File: src/rtl/mmio_ctrl_pkg.sv
// mmio_ctrl_pkg: MMIO address map, magic values and address decode helper.
package mmio_ctrl_pkg;
    localparam int XLEN = 32;
    localparam logic [3:0] DMEM_NIBBLE = 4'h0;
    localparam logic [31:0] CONSOLE_ADDR = 32'h1000_0000;
    localparam logic [31:0] CONSOLE_STAT_ADDR = 32'h1000_0004;
    localparam logic [31:0] TEST_STAT_ADDR = 32'h2000_0000;
    localparam logic [31:0] TEST_PASS_MAGIC = 32'd123456789;

    typedef enum logic [2:0] {
        SEL_DMEM,
        SEL_CONSOLE,
        SEL_CSTAT,
        SEL_TEST,
        SEL_UNMAPPED
    } sel_e;

    function automatic sel_e decode(input logic [31:0] addr);
        return addr[31:28] == DMEM_NIBBLE ? SEL_DMEM :
               addr == CONSOLE_ADDR ? SEL_CONSOLE :
               addr == CONSOLE_STAT_ADDR ? SEL_CSTAT :
               addr == TEST_STAT_ADDR ? SEL_TEST : SEL_UNMAPPED;
    endfunction
endpackage

File: src/rtl/mmio_ctrl_console_fifo.sv
// console_fifo: circular FIFO with wrap-around pointers and an occupancy count.
module console_fifo #(
    parameter int WIDTH = 32,
    parameter int DEPTH = 8
) (
    input  logic                       clk,
    input  logic                       reset,
    input  logic                       i_push,
    input  logic [WIDTH-1:0]           i_data,
    output logic                       o_full,
    input  logic                       i_pop,
    output logic [WIDTH-1:0]           o_head,
    output logic                       o_empty,
    output logic [$clog2(DEPTH):0]     o_count
);
    localparam int AW = $clog2(DEPTH);
    localparam int CW = AW + 1;

    logic [WIDTH-1:0] r_mem [DEPTH];
    logic [AW-1:0]    r_wr;
    logic [AW-1:0]    r_rd;
    logic [CW-1:0]    r_count;
    logic             w_push;
    logic             w_pop;

    assign o_full  = r_count == CW'(DEPTH);
    assign o_empty = r_count == '0;
    assign o_count = r_count;
    assign o_head  = r_mem[r_rd];
    assign w_push  = i_push && !o_full;
    assign w_pop   = i_pop && !o_empty;

    always_ff @(posedge clk) begin
        if (w_push) r_mem[r_wr] <= i_data;
    end

    always_ff @(posedge clk) begin
        if (reset) begin
            r_wr    <= '0;
            r_rd    <= '0;
            r_count <= '0;
        end else begin
            if (w_push) r_wr <= r_wr + 1'b1;
            if (w_pop) r_rd <= r_rd + 1'b1;
            r_count <= r_count + CW'(w_push) - CW'(w_pop);
        end
    end
endmodule

File: src/rtl/mmio_ctrl.sv
// mmio_ctrl: routes data accesses to dmem, the console FIFO or the sticky test-status flags.
module mmio_ctrl
    import mmio_ctrl_pkg::*;
#(
    parameter int FIFO_DEPTH = 8
) (
    input  logic            clk,
    input  logic            reset,
    input  logic [XLEN-1:0] core_addr,
    input  logic [XLEN-1:0] core_wdata,
    input  logic            core_we,
    output logic [XLEN-1:0] core_rdata,
    output logic            stall,
    output logic [XLEN-1:0] dmem_addr,
    output logic [XLEN-1:0] dmem_wdata,
    output logic            dmem_we,
    input  logic [XLEN-1:0] dmem_rdata,
    output logic            console_valid,
    output logic [XLEN-1:0] console_data,
    input  logic            console_ready,
    output logic            test_passed,
    output logic            test_failed,
    output logic            mmio_error
);
    localparam int CW = $clog2(FIFO_DEPTH) + 1;

    sel_e          w_sel;
    logic          w_full;
    logic          w_empty;
    logic [CW-1:0] w_count;
    logic          w_con_we;
    logic          r_passed;
    logic          r_failed;
    logic          r_error;

    assign w_sel      = decode(core_addr);
    assign w_con_we   = core_we && w_sel == SEL_CONSOLE && !reset;
    assign stall      = w_con_we && w_full;
    assign dmem_addr  = core_addr;
    assign dmem_wdata = core_wdata;
    assign dmem_we    = core_we && w_sel == SEL_DMEM && !reset;

    assign console_valid = !w_empty;
    assign test_passed   = r_passed;
    assign test_failed   = r_failed;
    assign mmio_error    = r_error;

    assign core_rdata = w_sel == SEL_DMEM ? dmem_rdata :
                        w_sel == SEL_CSTAT ? XLEN'({w_full, w_empty, w_count}) :
                        w_sel == SEL_TEST ? XLEN'({r_failed, r_passed}) : '0;

    console_fifo #(
        .WIDTH(XLEN),
        .DEPTH(FIFO_DEPTH)
    ) u_fifo (
        .clk     (clk),
        .reset   (reset),
        .i_push  (w_con_we && !w_full),
        .i_data  (core_wdata),
        .o_full  (w_full),
        .i_pop   (console_valid && console_ready),
        .o_head  (console_data),
        .o_empty (w_empty),
        .o_count (w_count)
    );

    // Stores to the read-only status word count as unmapped stores.
    always_ff @(posedge clk) begin
        if (reset) begin
            r_passed <= 1'b0;
            r_failed <= 1'b0;
            r_error  <= 1'b0;
        end else if (core_we) begin
            if (w_sel == SEL_TEST && core_wdata == TEST_PASS_MAGIC) r_passed <= 1'b1;
            if (w_sel == SEL_TEST && core_wdata != TEST_PASS_MAGIC) r_failed <= 1'b1;
            if (w_sel == SEL_CSTAT || w_sel == SEL_UNMAPPED) r_error <= 1'b1;
        end
    end
endmodule

File: config.mk
export PLATFORM = sky130hd
export DESIGN_NAME = mmio_ctrl
export DESIGN_NICKNAME = d
export VERILOG_FILES = /design/src/rtl/mmio_ctrl_pkg.sv /design/src/rtl/mmio_ctrl_console_fifo.sv /design/src/rtl/mmio_ctrl.sv
export SDC_FILE = /design/constraint.sdc
export NUM_CORES = 1
export LEC_CHECK = 0
export ABC_AREA = 1
export CELL_PAD_IN_SITES_DETAIL_PLACEMENT = 0
export CELL_PAD_IN_SITES_GLOBAL_PLACEMENT = 1
export CORE_MARGIN = 8
export CORE_UTILIZATION = 43
export CTS_CLUSTER_DIAMETER = 50
export DETAILED_ROUTE_END_ITERATION = 8
export PLACE_DENSITY = 0.93
export SETUP_SLACK_MARGIN = 0.02
export SLEW_MARGIN = 40
export SYNTH_ARGS = -nofsm -noshare
export SYNTH_HDL_FRONTEND = slang
export SYNTH_HIERARCHICAL = 1
export SYNTH_SLANG_ARGS = --single-unit
File: constraint.sdc
create_clock -name clk -period 8.55 [get_ports clk]
set_input_delay 2.1375 -clock clk [delete_from_list [all_inputs] [get_ports clk]]
set_output_delay 2.1375 -clock clk [all_outputs]
set_load 0.03 [all_outputs]
==> reports/metrics.cfg <==
[global_route]
grt_max_degree = 107
antenna_found_initial = 0
grt_pass1_wl_mm = 50.4
overflow = 0
grt_usage_pct = 17.4
grt_pass1_vias = 9616

[logic_synthesis]
synthMuxAreaShare_pct = 0
yosys.cell_types.count = 29
synth_warnings = 6
synthAdderAreaFrac_pct = 0.820
ys_ff_latch = 272
postSynthCellCount = 1439
post_synth_and_or_nand_nor_area_fraction_pct = 22.2
synth_area_um2 = 13100
syn-mean-instance-area_um2 = 9.12
synth_fp_nets = 1547
synth_compound_area_share_pct = 0.620
synth_top_family_by_area = simple AND/OR/NAND/NOR gates
ys_seq_area_share_pct = 61.0
yosys.area_share.xor_xnor_pct = 0.0667

[clocking]
clkTransAtPathRegs_ns = 0.06
clock-sinks = 272
clock_latency_ns = 0.54
clockRootBuffer = clkbuf_16
ctsHtreeMaxLevel = 1
cts_tree = done
cts_resized = 0
ctsHoldBuffers = 0
cts_made_buffers = 28
clockBufferDepth = 3
cts_setup_buffers = 0

[drt]
remaining_drc_errors = 0
antenna_left = 0
num_vias = 9453
routedWlPerCell_um = 15.8
totalWireLength_mm = 32.0
drtIter0Drc = 609
firstDrtPassIters = 5
viasPerCell = 4.68

[power_and_ir_drop]
intPower_w = 0.00254
ir_drop_mv = 0.178
p_seq_share_pct = 39.0
p_leak_nw = 7.18
combinationalPowerShare_pct = 32.9
switching_share_pct = 34.6
power_frac_clock_pct = 28.2
p_per_area_nw_per_um2 = 240
p_sw_w = 0.00135

[sta]
fmax_mhz = 150
hold_violations = 0
period_needed_ns = 6.69
slew_viol_final = 0
setup_viol = 0
maxSlewHeadroom_pct = 47.8
rsz0062_at_grt = false
setup_tns_ns = 0
tightest_slew_ns = 0.778
period_share_pct = 78.2
fin_worst_skew_ns = 0.0258

[critical_path]
r2r-start = u_fifo/o_count[2]$_SDFF_PP0_
end_kind = output port
setup.worst_path.start = core_addr[31]
critical_path.max_fanout = 28
worstPathArrival_ns = 4.55
crit_required_ns = 6.41
startpoint_type = input port
path_class = in -> out

[final_layout]
areaGrowthSynthToFinish_pct = 23.3
multi_input_area_um2 = 3170
final_nets = 1710
drive_above_1_share_pct = 4.99
regArea_um2 = 8010
fillers = 2639
utilization_pct = 53.3
diodes = 0

[placed_design]
place.gp.congestion = 0.793
numPortBuffers = 233
dp_hpwl_mm = 20.8

[floorplan]
fp.coreArea_um2 = 30300
initial_core_util_pct = 43.2
io_pins = 234
fp.dieW_um = 191
die_area_um2 = 36400
chipHeight_um = 191
rows = 64

[run]
drv_cap = 0

[min_path]
hp-start = mmio_error$_SDFFE_PP0P_
min_path_type = reg -> reg

[outcome]
status = complete, no violations

-- cell families after synthesis --
logic type,after synthesis
AO/OA/AOI/OAI,12
XOR/XNOR,1
adder cells (fa/ha/maj),8
buffers and inverters,435
flip-flops,272
AND/OR/NAND/NOR,711
-- power groups by stage --
stage / clock network (W) / registers, W / logic (W)
2_1_floorplan: 0 / 0.00151 / 0.000915
3_3_place_gp: 0 / 0.00154 / 0.00128
3_5_place_dp: 0 / 0.00154 / 0.00129
4_1_cts: 0.00111 / 0.00152 / 0.00129
5_1_grt: 0.00117 / 0.00152 / 0.00141
6_report: 0.00110 / 0.00152 / 0.00128
-- registers in the layout (all words and copies together) (netlist names), named ones only --
register	cells
u_fifo/r_mem	256
u_fifo/o_count	4
u_fifo/r_rd	3
u_fifo/r_wr	3
mmio_error	1
test_failed	1
test_passed	1
-- per-stage QoR --
step / area [um^2] / hold slack, ns / setup slack [ns] / std cells / total power (W)
6_report: 16200 / 0.457 / 1.86 / 2019 / 0.00389
5_1_grt: 16200 / 0.475 / 1.72 / 2019 / 0.00410
4_1_cts: 16200 / 0.458 / 1.78 / 2019 / 0.00392
3_5_place_dp: 15300 / 0.448 / 1.79 / 1968 / 0.00283
3_3_place_gp: 15300 / 0.443 / 1.81 / 1968 / 0.00282
2_1_floorplan: 13100 / 0.465 / 3.21 / 1439 / 0.00242
-- final timing paths --
path                                   endpoint  slack, ns  depth (start not counted)
setup / recovery                        dmem_we       1.86                          5
hold / removal          mmio_error$_SDFFE_PP0P_       0.46                          2
setup reg to reg  u_fifo/r_mem[4][16]$_DFFE_PP_       5.54                          9
hold reg to reg         mmio_error$_SDFFE_PP0P_       0.46                          2
-- cell usage in the layout (no fill, tap or decap), types with 4 or more instances in the layout --
cell | synthesis | layout
edfxtp_1 | 256 | 256
clkbuf_16 | 0 | 29
nor3_1 | 9 | 9
clkinv_1 | 0 | 8
nand3_1 | 141 | 141
a21oi_1 | 6 | 6
nand2_1 | 467 | 467
clkdlybuf4s50_1 | 0 | 233
nor2_1 | 80 | 72
clkinv_2 | 0 | 7
clkbuf_1 | 10 | 4
ha_1 | 7 | 7
buf_4 | 70 | 11
inv_1 | 318 | 317
dfxtp_1 | 16 | 13
nor2_4 | 1 | 9
-- worst max-delay path, stage by stage --
cell and delay, ns:
clkdlybuf4s50_1 0.44, nor2_2 0.17, nand3_2 0.41, nor3_1 0.58, clkdlybuf4s50_1 0.80
-- Yosys cell counts (all sizes together) --
cell,instances,area share [%]
a21boi,2,0.14
o211ai,2,0.11
nand3,142,5.5
nor3b,1,0.14
fa,1,0.15
inv,321,9.2
or2,1,0.048
nor2,84,2.5
nand4,1,0.048
nor3,9,0.34
o21ai,2,0.13
ha,7,0.67
xor2,1,0.067
nand2,470,13
clkbuf,10,0.29
edfxtp,256,59
dfxtp,16,2.4
nand3b,3,0.17
a21oi,6,0.23
buf,104,5.8
-- final cells by class --
cell class	instances	area share (%)
clock buffer	33	4.58
multi-input combinational	732	19.6
clock inverter	18	0.580
sequential	272	49.5
timing repair buffer	247	15.2
tap	396	3.06
inverter	321	7.46
-- layer usage --
| layer | part of all wire, % | up-vias | track usage (%) |
|---|---|---|---|
| met5 | 0 | - | 0 |
| met3 | 7.4 | 34 | 4.65 |
| li1 | - | 4692 | - |
| met2 | 52 | 291 | 32.5 |
| met1 | 39 | 4436 | 19.5 |
| met4 | 1.4 | 0 | 3.61 |
No activity file was read; power rests on OpenSTA's default activity.
